## config.mk

```make
export PLATFORM = sky130hd
export DESIGN_NAME = vga_timing_gen
export DESIGN_NICKNAME = d
export VERILOG_FILES = /design/src/rtl/vga_timing_gen.sv
export SDC_FILE = /design/constraint.sdc
export NUM_CORES = 1
export LEC_CHECK = 0
export CAP_MARGIN = 20
export CORE_MARGIN = 3
export CORE_UTILIZATION = 35
export DETAILED_ROUTE_END_ITERATION = 16
export GPL_TIMING_DRIVEN = 0
export PLACE_DENSITY = 0.65
export SLEW_MARGIN = 20
export SYNTH_ARGS = -nofsm -noshare
export SYNTH_HDL_FRONTEND = slang
export SYNTH_SLANG_ARGS = --single-unit
```

## constraint.sdc

```tcl
create_clock -name clk -period 4.9 [get_ports clk]
set_input_delay 1.225 -clock clk [delete_from_list [all_inputs] [get_ports clk]]
set_output_delay 1.225 -clock clk [all_outputs]
set_load 0.01 [all_outputs]
```

## src/rtl/vga_timing_gen.sv

```systemverilog
// VGA raster timing generator.
// Runs on the system clock and emits a one-cycle pixel enable every CLK_DIV
// clocks. Line order from count 0 is sync, back porch, active, front porch,
// and the vertical axis uses the same order. Every output is registered and
// decoded from the next-state counter values, so it describes the hcount and
// vcount that are visible in the same cycle.
module vga_timing_gen #(
    parameter int H_ACTIVE  = 640,
    parameter int H_FP      = 16,
    parameter int H_SYNC    = 96,
    parameter int H_BP      = 48,
    parameter int V_ACTIVE  = 480,
    parameter int V_FP      = 10,
    parameter int V_SYNC    = 2,
    parameter int V_BP      = 33,
    parameter int HSYNC_POL = 1,
    parameter int VSYNC_POL = 1,
    parameter int CLK_DIV   = 4,
    parameter int CNT_W     = 10,
    parameter int FRAME_W   = 8
) (
    input  logic               clk,
    input  logic               rst,
    output logic               pix_ce,
    output logic [CNT_W-1:0]   hcount,
    output logic [CNT_W-1:0]   vcount,
    output logic               hsync,
    output logic               vsync,
    output logic               active,
    output logic [CNT_W-1:0]   x,
    output logic [CNT_W-1:0]   y,
    output logic               line_start,
    output logic               frame_start,
    output logic [FRAME_W-1:0] frame_cnt
);

    localparam int H_TOTAL = H_SYNC + H_BP + H_ACTIVE + H_FP;
    localparam int V_TOTAL = V_SYNC + V_BP + V_ACTIVE + V_FP;
    localparam int HA0     = H_SYNC + H_BP;
    localparam int VA0     = V_SYNC + V_BP;

    // A one-bit divider is kept even for CLK_DIV=1; it simply stays at 0.
    localparam int DIV_W = (CLK_DIV > 1) ? $clog2(CLK_DIV) : 1;

    localparam logic [DIV_W-1:0] DIV_LAST = DIV_W'(CLK_DIV - 1);

    localparam logic [CNT_W-1:0] H_LAST     = CNT_W'(H_TOTAL - 1);
    localparam logic [CNT_W-1:0] V_LAST     = CNT_W'(V_TOTAL - 1);
    localparam logic [CNT_W-1:0] H_SYNC_END = CNT_W'(H_SYNC);
    localparam logic [CNT_W-1:0] V_SYNC_END = CNT_W'(V_SYNC);
    localparam logic [CNT_W-1:0] H_ACT_LO   = CNT_W'(HA0);
    localparam logic [CNT_W-1:0] H_ACT_HI   = CNT_W'(HA0 + H_ACTIVE);
    localparam logic [CNT_W-1:0] V_ACT_LO   = CNT_W'(VA0);
    localparam logic [CNT_W-1:0] V_ACT_HI   = CNT_W'(VA0 + V_ACTIVE);

    localparam logic HS_ON = 1'(HSYNC_POL);
    localparam logic VS_ON = 1'(VSYNC_POL);

    // Divider, raster and frame state.
    logic [DIV_W-1:0]   div_reg,       div_next;
    logic [CNT_W-1:0]   hcount_reg,    hcount_next;
    logic [CNT_W-1:0]   vcount_reg,    vcount_next;
    logic [FRAME_W-1:0] frame_cnt_reg, frame_cnt_next;

    // Registered decodes of the next raster position.
    logic               pix_ce_reg;
    logic               hsync_reg,       hsync_next;
    logic               vsync_reg,       vsync_next;
    logic               active_reg,      active_next;
    logic [CNT_W-1:0]   x_reg,           x_next;
    logic [CNT_W-1:0]   y_reg,           y_next;
    logic               line_start_reg,  line_start_next;
    logic               frame_start_reg, frame_start_next;

    logic               ce_now;
    logic               h_in_window;
    logic               v_in_window;

    // Next-state logic: divider wrap, raster advance, and output decode.
    always_comb begin
        ce_now           = (div_reg == DIV_LAST);
        div_next         = ce_now ? '0 : div_reg + 1'b1;
        hcount_next      = hcount_reg;
        vcount_next      = vcount_reg;
        frame_cnt_next   = frame_cnt_reg;
        line_start_next  = 1'b0;
        frame_start_next = 1'b0;

        if (ce_now) begin
            if (hcount_reg == H_LAST) begin
                // hcount and vcount wrap on the same enable, so a frame
                // always ends exactly on a line boundary.
                hcount_next     = '0;
                line_start_next = 1'b1;
                if (vcount_reg == V_LAST) begin
                    vcount_next      = '0;
                    frame_start_next = 1'b1;
                    frame_cnt_next   = frame_cnt_reg + 1'b1;
                end else begin
                    vcount_next = vcount_reg + 1'b1;
                end
            end else begin
                hcount_next = hcount_reg + 1'b1;
            end
        end

        h_in_window = (hcount_next >= H_ACT_LO) && (hcount_next < H_ACT_HI);
        v_in_window = (vcount_next >= V_ACT_LO) && (vcount_next < V_ACT_HI);
        active_next = h_in_window && v_in_window;
        x_next      = active_next ? (hcount_next - H_ACT_LO) : '0;
        y_next      = active_next ? (vcount_next - V_ACT_LO) : '0;
        hsync_next  = (hcount_next < H_SYNC_END) ? HS_ON : ~HS_ON;
        vsync_next  = (vcount_next < V_SYNC_END) ? VS_ON : ~VS_ON;
    end

    // State and output registers. Reset places the raster at (0,0) with the syncs asserted.
    always_ff @(posedge clk) begin
        if (rst) begin
            div_reg         <= '0;
            hcount_reg      <= '0;
            vcount_reg      <= '0;
            frame_cnt_reg   <= '0;
            pix_ce_reg      <= 1'b0;
            hsync_reg       <= HS_ON;
            vsync_reg       <= VS_ON;
            active_reg      <= 1'b0;
            x_reg           <= '0;
            y_reg           <= '0;
            line_start_reg  <= 1'b0;
            frame_start_reg <= 1'b0;
        end else begin
            div_reg         <= div_next;
            hcount_reg      <= hcount_next;
            vcount_reg      <= vcount_next;
            frame_cnt_reg   <= frame_cnt_next;
            pix_ce_reg      <= ce_now;
            hsync_reg       <= hsync_next;
            vsync_reg       <= vsync_next;
            active_reg      <= active_next;
            x_reg           <= x_next;
            y_reg           <= y_next;
            line_start_reg  <= line_start_next;
            frame_start_reg <= frame_start_next;
        end
    end

    assign pix_ce      = pix_ce_reg;
    assign hcount      = hcount_reg;
    assign vcount      = vcount_reg;
    assign hsync       = hsync_reg;
    assign vsync       = vsync_reg;
    assign active      = active_reg;
    assign x           = x_reg;
    assign y           = y_reg;
    assign line_start  = line_start_reg;
    assign frame_start = frame_start_reg;
    assign frame_cnt   = frame_cnt_reg;

endmodule

```

==> reports/qor.txt <==
Final Slew Violations = 0
Cell variety after synth = 49
Cts repair resizes = 0
Clk buf depth = 2
Top-area cell type share of the netlist area = 43.5%
Initial core utilization = 37.0%
Total Wirelength = 5990 µm
Clk slew on worst S/H paths = 90 ps
Final period util = 73.6%
Sequential power share = 62.9%
Number of global-route vias before repair = 2185
Mapped Area = 2580 µm²
RSZ-0062 raised after global routing = false
Sw frac = 22.4%
TNS Setup = 0 ps
Worst slew pin tran = 833 ps
Iteration-0 DRC Markers = 79
Worst Path Required = 5120 ps
Cell area after layout = 3310 µm²
Final Skew = 4.75 ps
Residual DRC = 0
Cts-stage hold buffer count = 0
Global route overflow = 0
Post-DP HPWL = 4530 µm
Max cap viols = 0
Internal power = 0.000575 W
Finished Core Util = 47.4%
Antenna violations before repair = 0
Worst IR Drop VDD = 102 µV
Drt pass-1 iters = 4
Fmax = 277 MHz
Core Box Area = 6980 µm²
Async S/R FF share, synth = 0%
Antenna Cells = 0
Filler cells = 723
Status = complete, no violations
Tot Pwr = 0.000741 W
Largest net degree at the start of global routing = 15
Seq/Total Area, Yosys = 43.5%
Die X = 91.9 µm
Row cnt = 30
First-pass GRT wire length = 10400 µm
Setup slack, reg-to-reg = 1290 ps
Hold Crit Class = reg -> reg
I/O pin count = 56
CP max FO = 10
Fin. Hold Viols = 0
Power Density = 224 nW/µm²
Final setup viols = 0
Final Hold Slack = 436 ps
WL per Instance = 13.5 µm
Post-synth top flop = dfxtp_1
Path type of the worst setup path = reg -> reg
Crit end category = flop
Cell taking the most area after synthesis = dfxtp_1
Crit path time final = 3610 ps
Layout cells sized above 1 = 7.45%
Syn Nets = 300
Total number of vias = 2247
Total CTS buffers = 5
Comb power frac = 6.3%
Slew HR = 44.0%
Flops & latches, synth = 56
Commonest non-fill, non-tap cell in the layout = dfxtp_1
Gpl congestion = 0.820
Root Buffer = clkbuf_8
Synth-to-Final Area Change = 28.3%
Top cells by area, synth = dfxtp_1 (43%), nor2_1 (6.8%), xnor2_1 (4.4%), xor2_1 (4.1%), ha_1 (3.9%)
Pleak = 1.19 nW
Average size of a mapped cell = 8.90 µm²
CTS H-tree lvls = 2
Vias/cell = 5.05
Synthesized netlist cell count = 290
EDFF count, synth = 0
Port Buffers = 54
Worst Setup Start Kind = flop
Most frequent cells in the layout = dfxtp_1 (56), clkdlybuf4s50_1 (54), nor2_1 (47)
All-layer global routing usage = 15.0%
Total die area = 8440 µm²
Worst EP arrival = 3830 ps
Clock share of power = 30.8%
DRT antenna net count = 0
Die Y = 91.9 µm
Post-layout net count = 361
DP Area = 3240 µm²
YS warnings = 0
Net switching power = 0.000166 W
Clock latency on the worst-skew pair = 300 ps
Post-CTS setup buffers = 0
Clock sinks = 56
TritonCTS clock tree = yes
## cell usage after synthesis (all sizes together), types with 2 or more instances
| cell | count |
|---|---|
| dfxtp | 56 |
| nor2 | 48 |
| nand2 | 17 |
| xnor2 | 13 |
| o21ai | 12 |
| xor2 | 12 |
| inv | 11 |
| a21oi | 10 |
| nand3 | 10 |
| nand4 | 10 |
| nor3 | 10 |
| clkbuf | 8 |
| ha | 8 |
| buf | 6 |
| or3 | 6 |
| nand2b | 5 |
| a21o | 4 |
| and3 | 4 |
| mux2i | 4 |
| nor3b | 3 |
| nor4 | 3 |
| or4 | 3 |
| a211oi | 2 |
| a311oi | 2 |
| a31o | 2 |
| and4 | 2 |
| nor2b | 2 |
| o2111ai | 2 |
| o21a | 2 |
| or2 | 2 |
## worst paths after layout
path                         startpoint                    end  cells past startpoint
setup / recovery  div_reg[0]$_SDFF_PP0_        y[3]$_SDFF_PP0_                     14
hold / removal    div_reg[0]$_SDFF_PP0_  div_reg[0]$_SDFF_PP0_                      1
setup reg to reg  div_reg[0]$_SDFF_PP0_        y[3]$_SDFF_PP0_                     14
hold reg to reg   div_reg[0]$_SDFF_PP0_  div_reg[0]$_SDFF_PP0_                      1
## area by class of cell
type                       instances  area, µm²  area share [%]
sequential                        56       1120            33.9
multi-input combinational        209       1350            40.8
clock buffer                       5       68.8            2.08
tap                               96        120            3.63
timing repair buffer              54        541            16.3
buffer                            14       66.3            2.00
inverter                          11       41.3            1.25
## cell families after synthesis
| group | share of synthesized area [%] |
|---|---|
| AO/OA/AOI/OAI | 13.3 |
| XOR/XNOR | 8.49 |
| adder cells (fa/ha/maj) | 3.88 |
| buffers and inverters | 4.17 |
| flip-flops | 43.5 |
| multiplexers | 1.55 |
| AND/OR/NAND/NOR | 25.1 |
## routing by layer
| layer | GRT usage [%] | share of wire [%] |
|---|---|---|
| met5 | 0 | 0 |
| met4 | 3.34 | 0.70 |
| met3 | 3.69 | 5.0 |
| met2 | 26.3 | 50 |
| met1 | 18.6 | 45 |
## worst max-delay path: stages (launching register included)
cell and delay (ps):
dfxtp_1 340, ha_1 140, clkbuf_1 280, inv_1 130, or4_1 520, buf_2 200, o21ai_0 270, ha_1 280
a21boi_0 180, o2111ai_1 180, a31o_2 300, a311oi_2 260, o21ai_2 130, buf_6 170, a211oi_2 150
## per-stage QoR
stage	setup slack [ps]	instances
final	1290	445
after floorplan	1830	290
after detailed placement	1330	440
after global placement	1330	440
after CTS	1280	445
after global routing	1010	445
## power by group through the flow
stage	logic (W)	registers (W)	clock network, W
finish	0.0000469	0.000466	0.000228
global route	0.0000531	0.000467	0.000252
CTS	0.0000476	0.000466	0.000236
detailed placement	0.0000472	0.000477	0
global placement	0.0000464	0.000477	0
floorplan	0.0000309	0.000477	0
Power figures use the tool's default switching activity.
